`config.mk`:
```
export PLATFORM = sky130hd
export DESIGN_NAME = instr_fetch_ctrl
export DESIGN_NICKNAME = d
export VERILOG_FILES = /design/src/rtl/fetch_pkg.sv /design/src/rtl/instr_byte_assembler.sv /design/src/rtl/instr_fetch_ctrl.sv
export SDC_FILE = /design/constraint.sdc
export NUM_CORES = 1
export LEC_CHECK = 0
export CAP_MARGIN = 20
export CORE_AREA = 2 2 129 131
export DETAILED_ROUTE_END_ITERATION = 16
export DIE_AREA = 0 0 131 133
export GPL_TIMING_DRIVEN = 0
export PLACE_DENSITY_LB_ADDON = 0.2
export SYNTH_ARGS = -nofsm -noshare
export SYNTH_HDL_FRONTEND = slang
export SYNTH_HIERARCHICAL = 1
export SYNTH_SLANG_ARGS = --single-unit
```
`constraint.sdc`:
```
create_clock -name clk -period 6.2 [get_ports clk]
set_input_delay 1.24 -clock clk [delete_from_list [all_inputs] [get_ports clk]]
set_output_delay 1.24 -clock clk [all_outputs]
set_load 0.01 [all_outputs]
```
`src/rtl/fetch_pkg.sv`:
```
// Shared types for the instruction fetch controller: FSM state encoding and fetch geometry.
// Pure declarations; no timing or flow-control behaviour of its own.
package fetch_pkg;

    localparam int unsigned BYTES_PER_INSTR = 4;
    localparam int unsigned CNT_W           = 2;
    localparam logic [CNT_W-1:0] CNT_LAST   = 2'd3;

    typedef enum logic [2:0] {
        ST_FETCH     = 3'd0,
        ST_WAIT_LAST = 3'd1,
        ST_HOLD      = 3'd2,
        ST_LOAD      = 3'd3,
        ST_ERR       = 3'd4
    } fetch_state_t;

    // A fetch PC must be word aligned with the whole word inside memory.
    function automatic logic pc_legal(input logic [31:0] pc, input logic [31:0] mem_bytes);
        return (pc[1:0] == 2'b00) && (pc <= mem_bytes - 32'(BYTES_PER_INSTR));
    endfunction

endpackage

```
`src/rtl/instr_byte_assembler.sv`:
```
// Collects four memory bytes into a big-endian word; one byte per shift, clear has priority.
// Single-cycle update; no backpressure (the caller decides when to shift).
module instr_byte_assembler (
    input  logic        clk,
    input  logic        rst_n,
    input  logic        clear,
    input  logic        shift,
    input  logic [7:0]  din,
    output logic [31:0] word
);

    always_ff @(posedge clk) begin
        if (!rst_n || clear) begin
            word <= 32'h0;
        end else if (shift) begin
            word <= {word[23:0], din};
        end
    end

endmodule

```
`src/rtl/instr_fetch_ctrl.sv`:
```
// Fetch sequencer: four byte reads per instruction, valid 5 cycles after first issue, 6-cycle throughput.
// Holds the instruction until decode accepts it; the byte loader preempts fetch and owns the memory port.
module instr_fetch_ctrl
    import fetch_pkg::*;
#(
    parameter int unsigned MEM_BYTES = 400,
    parameter logic [31:0] RESET_PC  = 32'h0
) (
    input  logic        clk,
    input  logic        rst_n,
    output logic [31:0] mem_addr,
    output logic        mem_we,
    output logic [7:0]  mem_wdata,
    input  logic [7:0]  mem_rdata,
    output logic        out_valid,
    input  logic        out_ready,
    output logic [31:0] out_instr,
    output logic [31:0] out_pc,
    input  logic        redirect_valid,
    input  logic [31:0] redirect_pc,
    input  logic        ld_valid,
    input  logic [31:0] ld_addr,
    input  logic [7:0]  ld_data,
    output logic        ld_ready,
    output logic        fetch_err
);

    fetch_state_t     state;
    logic [CNT_W-1:0] byte_cnt;
    logic [31:0]      pc;
    logic [31:0]      pc_seq;
    logic [31:0]      tgt;
    logic             tgt_ok;
    logic             xfer;
    logic             launch;
    logic             asm_clear;
    logic             asm_shift;

    assign xfer   = out_valid && out_ready;
    assign pc_seq = pc + 32'(BYTES_PER_INSTR);

    // Where the next fetch starts when one is launched this edge.
    always_comb begin
        tgt = pc;
        if (state != ST_LOAD && redirect_valid) begin
            tgt = redirect_pc;
        end else if (state == ST_HOLD) begin
            tgt = pc_seq;
        end
    end

    assign tgt_ok = pc_legal(tgt, 32'(MEM_BYTES));

    // A launch preloads mem_addr so the first byte is issued the very next cycle.
    always_comb begin
        launch = 1'b0;
        if (state == ST_LOAD) begin
            launch = !ld_valid;
        end else if (!ld_valid) begin
            launch = redirect_valid || (state == ST_HOLD && out_ready);
        end
    end

    always_comb begin
        asm_clear = 1'b0;
        asm_shift = 1'b0;
        if (state != ST_LOAD && (ld_valid || redirect_valid)) begin
            asm_clear = 1'b1;
        end else if (state == ST_FETCH && byte_cnt != '0) begin
            asm_shift = 1'b1;
        end else if (state == ST_WAIT_LAST) begin
            asm_shift = 1'b1;
        end
    end

    instr_byte_assembler u_asm (
        .clk   (clk),
        .rst_n (rst_n),
        .clear (asm_clear),
        .shift (asm_shift),
        .din   (mem_rdata),
        .word  (out_instr)
    );

    always_ff @(posedge clk) begin
        if (!rst_n) begin
            state     <= ST_FETCH;
            byte_cnt  <= '0;
            pc        <= RESET_PC;
            out_valid <= 1'b0;
            out_pc    <= 32'h0;
            mem_addr  <= RESET_PC;
            mem_we    <= 1'b0;
            mem_wdata <= 8'h00;
            ld_ready  <= 1'b0;
            fetch_err <= 1'b0;
        end else begin
            mem_we <= 1'b0;
            if (state == ST_LOAD) begin
                if (ld_valid) begin
                    mem_we    <= 1'b1;
                    mem_addr  <= ld_addr;
                    mem_wdata <= ld_data;
                end else begin
                    ld_ready <= 1'b0;
                end
            end else if (ld_valid) begin
                // Switch cycle: the loader byte is not accepted until LOAD is entered.
                state     <= ST_LOAD;
                ld_ready  <= 1'b1;
                out_valid <= 1'b0;
                byte_cnt  <= '0;
                if (xfer) begin
                    pc <= pc_seq;
                end
            end else if (!launch) begin
                unique case (state)
                    ST_FETCH: begin
                        byte_cnt <= byte_cnt + 2'd1;
                        if (byte_cnt == CNT_LAST) begin
                            state <= ST_WAIT_LAST;
                        end else begin
                            mem_addr <= pc + 32'(byte_cnt) + 32'd1;
                        end
                    end
                    ST_WAIT_LAST: begin
                        state     <= ST_HOLD;
                        out_valid <= 1'b1;
                        out_pc    <= pc;
                    end
                    default: begin
                    end
                endcase
            end

            if (launch) begin
                pc        <= tgt;
                byte_cnt  <= '0;
                out_valid <= 1'b0;
                if (tgt_ok) begin
                    state     <= ST_FETCH;
                    mem_addr  <= tgt;
                    fetch_err <= 1'b0;
                end else begin
                    state     <= ST_ERR;
                    fetch_err <= 1'b1;
                end
            end
        end
    end

endmodule
```
== After elaboration in Yosys (flattened, before gate mapping) ==
Cells that the tools add are included.

* Register bits: 145
* Input bits: 85
* Output and inout bits: 108
* Logic and storage cells: 92

* Add/sub/neg operators: 4
* $lt $le $gt $ge: 1
* Eq/ne operators: 8
* Mux-type cells: 35
* Bitwise gates (word level): 4
* Reductions and logical operators: 29

{| class="wikitable"
|+ Operators with widths
! operator !! count
|-
| 2-to-1 mux 32 bit || 14
|-
| adder 32 x 1 -> 32 bit (second input constant) || 1
|-
| adder 32 x 2 -> 32 bit || 1
|-
| adder 32 x 3 -> 32 bit (second input constant) || 1
|-
| <= comparator 32 x 9 -> 1 bit (second input constant) || 1
|-
| 2-to-1 mux 3 bit || 5
|-
| 2-to-1 mux 1 bit || 13
|-
| nonzero test 2 bit || 6
|-
| AND reduction 2 bit || 5
|-
| == test 3 x 2 -> 1 bit (second input constant) || 2
|-
| logical AND 1 bit || 6
|-
| one-hot mux 3 bit (2 select lines) || 1
|-
| AND reduction 3 bit || 2
|-
| 2-to-1 mux 2 bit || 2
|-
| != test 2 bit (second input constant) || 2
|-
| != test 4 x 3 -> 1 bit (second input constant) || 1
|-
| inverter 1 bit || 4
|-
| AND reduction 4 bit || 1
|-
| nonzero test 4 bit || 1
|-
| == test 3 x 1 -> 1 bit (second input constant) || 1
|-
| logical NOT 3 bit || 1
|-
| logical OR 1 bit || 3
|-
| != test 3 x 2 -> 1 bit (second input constant) || 1
|-
| adder 2 x 1 -> 2 bit (second input constant) || 1
|-
| 4 further kinds || 5
|}

== Logic depth before layout (Yosys ltp) ==
* Depth after elaboration: 10
* Depth in mapped cells: 12
* Mapped depth without buffers: 10

== Hierarchy ==
Netlist, hierarchy kept.

{| class="wikitable"
|+ By module, submodules not included
! module !! times used !! cells each !! area an instance (sq um) !! sequential area each (sq um)
|-
| instr_fetch_ctrl || 1 || 1004 || 7652.3 || 2262.2
|-
| instr_byte_assembler || 1 || 104 || 1173.6 || 640.6
|}

== Worst setup path before layout ==
Ideal clock, no wire load.

* Kind: input -> register
* From: input port redirect_valid
* To: register u_asm.word[0]
* Library setup time: 117 ps
* Arrival: 3708 ps
* Required time: 6083 ps
* Setup slack: 2375 ps
* Stages on the path: 12
* Buffers on the path: 7
* Cells stage by stage: buf_2 buf_2 nand2_1 clkbuf_1 buf_1 clkbuf_1 nand2_1 a2111oi_0 buf_6 buf_12 mux2i_1 nor2_1

* Cells in the longest elaborated chain, start to end: 4
* Elaborated cells between the ends (all ways): 5
* Those cells by class: mux (2); reduce/logical (3)

{| class="wikitable"
|+ RTL lines
! what !! RTL line !! source
|-
| start: declaration || instr_fetch_ctrl.sv:19 || <nowiki>input logic redirect_valid,</nowiki>
|-
| logical OR 1 bit || instr_fetch_ctrl.sv:67 || <nowiki>if (state != ST_LOAD && (ld_valid || redirect_valid)) begin</nowiki>
|-
| logical AND 1 bit || instr_fetch_ctrl.sv:67 ||
|-
| 2-to-1 mux 1 bit || instr_fetch_ctrl.sv:67 ||
|-
| named net asm_clear || instr_fetch_ctrl.sv:36 || <nowiki>logic asm_clear;</nowiki>
|-
| logical OR 1 bit || instr_byte_assembler.sv:13 || <nowiki>if (!rst_n || clear) begin</nowiki>
|-
| end signal: assignment || instr_byte_assembler.sv:16 || <nowiki>word <= {word[23:0], din};</nowiki>
|-
| end: declaration || instr_byte_assembler.sv:9 || <nowiki>output logic [31:0] word</nowiki>
|}

The timed path passes the listed nets, and every way through them passes these cells.
A chain may end at the register's enable or synchronous reset.

== Worst setup path after layout ==
* From: input port redirect_valid
* To: register u_asm.word[17]

Same word-level chain as after synthesis.

==> flow_metrics.env <==
export IMPL_run_status="complete, no violations"
export IMPL_placed_cells=1520
export IMPL_seq_area_sq_mm=0.002903
export IMPL_finalSetupViolCount=0
export IMPL_cp_start_kind="input port"
export IMPL_clock_power_share_pct=42.5
export IMPL_syn_area_sq_mm=0.008826
export IMPL_required_ps=6520
export IMPL_yosysUniqueCellTypes=79
export IMPL_tns_ps=0
export IMPL_cts_max_path_buffers=2
export IMPL_track_usage_pct=42.27
export IMPL_multiInputGateArea_sq_mm=0.005336
export IMPL_dieArea_sq_mm=0.01742
export IMPL_p_switching_w=0.0007648
export IMPL_post_cts_resized=0
export IMPL_netlist_instances=1108
export IMPL_num_rows=47
export IMPL_p_int_w=0.001734
export IMPL_root_buffer="clkbuf_16"
export IMPL_path_clk_slew_ps=70
export IMPL_dr_pass1_iters=7
export IMPL_vias_per_cell=6.479
export IMPL_crit_arrival_ps=5130
export IMPL_ys_ff_latch=145
export IMPL_initial_core_util_pct=54.58
export IMPL_cts_sinks=145
export IMPL_cp_max_fo=10
export IMPL_hold_path_class="register to register"
export IMPL_startpoint="redirect_valid"
export IMPL_worst_path_max_delay_cell="a2111oi_0"
export IMPL_power_density_mw_per_mm2=215.2
export IMPL_finalClockSkew_ps=9.402
export IMPL_grt_max_degree=17
export IMPL_vias=10060
export IMPL_antennaDiodeCount=0
export IMPL_cap_viol_max_count=0
export IMPL_stdcell_count=1552
export IMPL_syn_area_per_cell_sq_um=7.966
export IMPL_seq_area_frac_synth_pct=32.89
export IMPL_drt_iter0_drc=1324
export IMPL_drt_total_wl_microns=37130
export IMPL_grt_pass1_wl_microns=55410
export IMPL_ios=193
export IMPL_synth_edf_count=0
export IMPL_gp_congestion=1.034
export IMPL_drt_antenna_violating_nets=0
export IMPL_worstReg2RegStart="state[1]"
export IMPL_cp_slowest_stage_delay_ps=720
export IMPL_core_sq_mm=0.01617
export IMPL_die_y_microns=133
export IMPL_critPathBufInv=7
export IMPL_async_flop_share_pct=0
export IMPL_cts_tree="built"
export IMPL_routedWlPerCell_microns=23.93
export IMPL_p_leak_nw=3.843
export IMPL_tightest_slew_ps=979.4
export IMPL_yosysWarnings=6
export IMPL_drc=0
export IMPL_h_tree_depth=4
export IMPL_fmax_mhz=208.1
export IMPL_n_fill_cell=1212
export IMPL_grt_overflow=0
export IMPL_hold_buffers=0
export IMPL_path_cells="buf_2, buf_2, nand2_1, clkbuf_1, buf_1, clkbuf_1, nand2_1, a2111oi_0, buf_6, buf_12, mux2i_1, nor2_1"
export IMPL_slew_viol_final=0
export IMPL_antenna_found_initial=0
export IMPL_end_kind="register"
export IMPL_relSlewSlack_pct=34.42
export IMPL_rsz0062_at_grt="no"
export IMPL_crit_family="buffers and inverters"
export IMPL_critPathKind="input port to register"
export IMPL_netSwitchingFraction_pct=30.60
export IMPL_peakVddDrop_uv=218.5
export IMPL_period_minus_slack_ps=4806
export IMPL_clk_latency_ps=440
export IMPL_ys_flop_type="dfxtp_1"
export IMPL_cts_setup_buffers=0
export IMPL_cts_buffers=17
export IMPL_drive_above_1_share_pct=7.733
export IMPL_dp_hpwl_microns=27310
export IMPL_die_w_microns=131
export IMPL_hold_violations=0
export IMPL_combPwrFrac_pct=18.4
export IMPL_synth_fp_nets=1201
export IMPL_seq_power_share_pct=39.1
export IMPL_fin_crit_sh_pct=77.52
export IMPL_grt_pass1_vias=9691
export IMPL_nets=1412
export IMPL_areaGrowthSynthToFinish_pct=31.60
export IMPL_hp_start="out_pc[17]"
export IMPL_numPortBuffers=191
==> Yosys cell counts (4+ instances only) <==
cell type | instances | area, sq um
nor4b_1 | 7 | 61.31
nor2_1 | 96 | 360.4
and4_1 | 7 | 61.31
nand2_1 | 158 | 593.1
clkbuf_1 | 67 | 251.5
a22oi_1 | 14 | 105.1
nand2b_1 | 5 | 31.28
nor2b_1 | 32 | 200.2
and2_1 | 11 | 68.82
o21a_1 | 4 | 30.03
a211oi_1 | 19 | 142.6
nand4_1 | 19 | 118.9
o21ai_0 | 66 | 330.3
a21oi_1 | 51 | 255.2
nor3b_1 | 16 | 120.1
or3_1 | 17 | 106.4
nor4_1 | 12 | 75.07
o31ai_1 | 8 | 60.06
nand3_1 | 23 | 115.1
nor3_1 | 31 | 155.2
ha_1 | 7 | 87.58
a221oi_1 | 5 | 43.79
buf_2 | 19 | 95.09
buf_4 | 11 | 82.58
and3_1 | 5 | 31.28
or4_1 | 6 | 45.04
xnor2_1 | 26 | 227.7
buf_6 | 4 | 45.04
mux2i_1 | 56 | 560.5
dfxtp_1 | 145 | 2903
o22ai_1 | 7 | 43.79
xor2_1 | 12 | 105.1
a31oi_1 | 5 | 31.28
a21boi_0 | 43 | 322.8
inv_1 | 11 | 41.29
nor4b_2 | 8 | 120.1
==> logic make-up (layout without fill, tap and decap cells) <==
| family | count (synthesis) | after routing | synth area share, % |
|---|---|---|---|
| AO/OA/AOI/OAI | 260 | 260 | 19.28 |
| XOR/XNOR | 38 | 38 | 3.771 |
| adder cells (fa/ha/maj) | 8 | 8 | 1.219 |
| buffers and inverters | 118 | 342 | 6.649 |
| flip-flops | 145 | 145 | 32.89 |
| multiplexers | 57 | 57 | 6.479 |
| AND/OR/NAND/NOR | 482 | 482 | 29.71 |
==> power groups by stage <==
| stage | clock network [W] | logic [W] | registers [W] |
|---|---|---|---|
| final | 0.00106 | 0.000460 | 0.000977 |
| after global routing | 0.00109 | 0.000480 | 0.000979 |
| after CTS | 0.00105 | 0.000443 | 0.000976 |
| after floorplan | 0 | 0.000239 | 0.000999 |
| after detailed placement | 0 | 0.000438 | 0.000996 |
| after global placement | 0 | 0.000432 | 0.000995 |
==> stage by stage <==
stage | power (W) | area (sq um) | util (%) | setup WS (ps) | hold WS [ps]
after floorplan | 0.001239 | 8826 | - | 2375 | 467.2
after global placement | 0.001427 | 11010 | 68.10 | 1178 | 453.2
after detailed placement | 0.001435 | 11020 | 68.13 | 1159 | 456.9
after CTS | 0.002474 | 11610 | 71.82 | 1591 | 466.4
after global routing | 0.002549 | 11610 | 71.82 | 1298 | 479.8
final | 0.002499 | 11610 | 71.82 | 1394 | 463.4
==> path summary, 6_finish.rpt <==
path / endpoint / slack, ps / cells past startpoint
setup / recovery: u_asm/word[17] / 1390 / 12
hold reg to reg: out_pc[17] / 460 / 2
hold / removal: out_pc[17] / 460 / 2
setup reg to reg: u_asm/word[17] / 1830 / 12
==> routing by layer <==
layer  GRT usage (%)  wire length [microns]  vias up
met4           23.70                   2376        0
met5               0                      0        -
li1                -                      -     4378
met3           11.85                   4550      222
met1           50.48                  13300     4685
met2           67.73                  16910      771
==> cell usage in the layout, fill, tap and decap left out, types with 7 or more instances in the layout <==
master / count
clkdlybuf4s50_1: 191
nand2_1: 158
dfxtp_1: 145
nor2_1: 96
clkbuf_1: 67
o21ai_0: 66
mux2i_1: 56
a21oi_1: 51
a21boi_0: 43
nor2b_1: 32
nor3_1: 31
xnor2_1: 26
nand3_1: 23
buf_2: 20
nand4_1: 19
a211oi_1: 19
or3_1: 17
clkbuf_16: 17
nor3b_1: 16
a22oi_1: 14
nor4_1: 12
xor2_1: 12
inv_1: 11
buf_4: 11
and2_1: 11
o31ai_1: 8
nor4b_2: 8
and4_1: 7
o22ai_1: 7
nor4b_1: 7
ha_1: 7
==> worst reg2reg max path: cells and delay by family (launching register included) <==
| family | cells | cell delay, ps |
|---|---|---|
| muxes | 1 | 240 |
| buffers and inverters | 6 | 2090 |
| DFF | 1 | 360 |
| and+or+nand+nor | 4 | 850 |
| AOI/OAI and AO/OA | 1 | 720 |
==> layout make-up <==
class	count	share of cell area, %
multi-input combinational	845	45.94
sequential	145	24.99
timing repair buffer	192	16.50
buffer	107	4.697
clock buffer	19	3.900
tap	220	2.370
clock inverter	13	1.239
inverter	11	0.3555
==> state kept, by name (all words and copies together), names as in the netlist <==
register,flops
mem_addr,32
out_pc,32
pc,32
u_asm/word,32
mem_wdata,8
state,3
byte_cnt,2
fetch_err,1
ld_ready,1
mem_we,1
out_valid,1
No activity file was read; power rests on OpenSTA's default activity.
==> variant: new RTL, same flow settings <==
Re-encode `fetch_state_t` (5 states) as one-hot, 5 bits wide.
--- a/src/rtl/fetch_pkg.sv
+++ b/src/rtl/fetch_pkg.sv
@@ -6,12 +6,12 @@
     localparam int unsigned CNT_W           = 2;
     localparam logic [CNT_W-1:0] CNT_LAST   = 2'd3;
 
-    typedef enum logic [2:0] {
-        ST_FETCH     = 3'd0,
-        ST_WAIT_LAST = 3'd1,
-        ST_HOLD      = 3'd2,
-        ST_LOAD      = 3'd3,
-        ST_ERR       = 3'd4
+    typedef enum logic [4:0] {
+        ST_FETCH     = 5'b00001,
+        ST_WAIT_LAST = 5'b00010,
+        ST_HOLD      = 5'b00100,
+        ST_LOAD      = 5'b01000,
+        ST_ERR       = 5'b10000
     } fetch_state_t;
 
     // A fetch PC must be word aligned with the whole word inside memory.
Behaviour: no difference found for any inputs over 4 cycles, from zero or initial values and one cycle with rst_n low; so few cycles prove little.
==> variant against the unedited design <==
Register-to-register slack worse by 0.45 ns. Global-route usage fell by 2.7 points. Routed wire length fell by 5.2%. Synthesized cell count shrank 2.5%. Final cell count is 1.8% lower. Sequential cell count grew 2. Design area shrank 5.2%. Sequential share of layout area increased by 1.7 points. Critical endpoint is now mem_addr[15]. Setup slack got worse by 0.48 ns. Synthesized area fell by 7.1%. Via count shrank 5.7%. Power fell by 2.2%.
==> variant: results (changes against the unedited design) <==
setup_path:
  ff_to_ff_end: "pc[15]"  # was u_asm/word[17]
  setup.worst_path.end: "mem_addr[15]"  # was u_asm/word[17]
  reg2reg_from: "state[2]"  # was state[1]
  worst_path_largest_cell_delay_ns: 1.00  # was 0.72 ns
layout:
  n_fill_cell: 1363  # was 1212
  num-nets-final: 1384  # was 1412
sta:
  period_share: 0.853  # was 0.775
  final.setup_skew_ns: 0.0148  # was 0.00940 ns
  timing_worst_slew_pin_value_ns: 1.26  # was 0.979 ns
  hold_slack_ns: 0.460  # was 0.463 ns
route:
  drt-vias-per-instance: 6.22  # was 6.48
  wl_met2_um: 16100  # was 16900 um
  detailroute.wirelength.met3_um: 4120  # was 4550 um
  met1_length_um: 13300  # about the same
  post_drt_wl_per_cell_um: 23.1  # was 23.9 um
  drt_pre_antenna_iters: 8  # was 7
  drt_iter0_markers: 1054  # was 1324
synthesis:
  avgSynthCellArea_um2: 7.60  # was 7.97 um2
  synth_area_leaders: "sky130_fd_sc_hd__dfxtp_1, sky130_fd_sc_hd__nor2_1, sky130_fd_sc_hd__mux2i_1, sky130_fd_sc_hd__nand2_1, sky130_fd_sc_hd__a21oi_1"  # was sky130_fd_sc_hd__dfxtp_1, sky130_fd_sc_hd__nand2_1, sky130_fd_sc_hd__mux2i_1, sky130_fd_sc_hd__nor2_1, sky130_fd_sc_hd__o21ai_0
  synth-adder-area-share: 0.0131  # was 0.0122
  synth_compound_gate_area_share: 0.189  # was 0.193
  unique_cell_type_count_in_the_yosys_netlist: 65  # was 79
  syn_nets: 1173  # was 1201
grt:
  grt.met3_usage: 0.108  # was 0.118
  gr-usage-met1: 0.493  # was 0.505
  grt_first_pass_wirelength_um: 51700  # was 55400 um
  number_of_global_route_vias_before_repair: 8975  # was 9691
place:
  post_dp_cell_area_um2: 10400  # was 11000 um2
  port_buffers: 192  # was 191
  placedCellCount: 1492  # was 1520
  gp_congestion: 1.07  # was 1.03
power_and_ir_drop:
  power.static_leakage_nw: 3.70  # was 3.84 nW
outcome:
  run_status: "finished clean"  # unchanged
variant: final cells by class:
class | instances | area (um2) | area share
clock buffers | 17 | 425 | 0.0386
repair buffers | 192 | 1920 | 0.175
clock inverters | 15 | 179 | 0.0163
plain buffers | 97 | 452 | 0.0410
inverters | 11 | 41.3 | 0.00375
flip-flops and latches | 147 | 2940 | 0.267
well taps | 220 | 275 | 0.0250
multi-input cells | 825 | 4770 | 0.433
variant: report_power, final:
group / internal [mW] / switching (mW) / leakage (nW)
combinational: 0.152 / 0.228 / 2.22
sequential: 0.967 / 0.0153 / 1.19
clock: 0.580 / 0.503 / 0.295
total: 1.70 / 0.747 / 3.70
variant: worst max-delay path: cells and delay by family:
kind	cells	cell delay (ns)
buf+inv	4	1.31
simple gates	3	0.93
compound gates	4	2.07
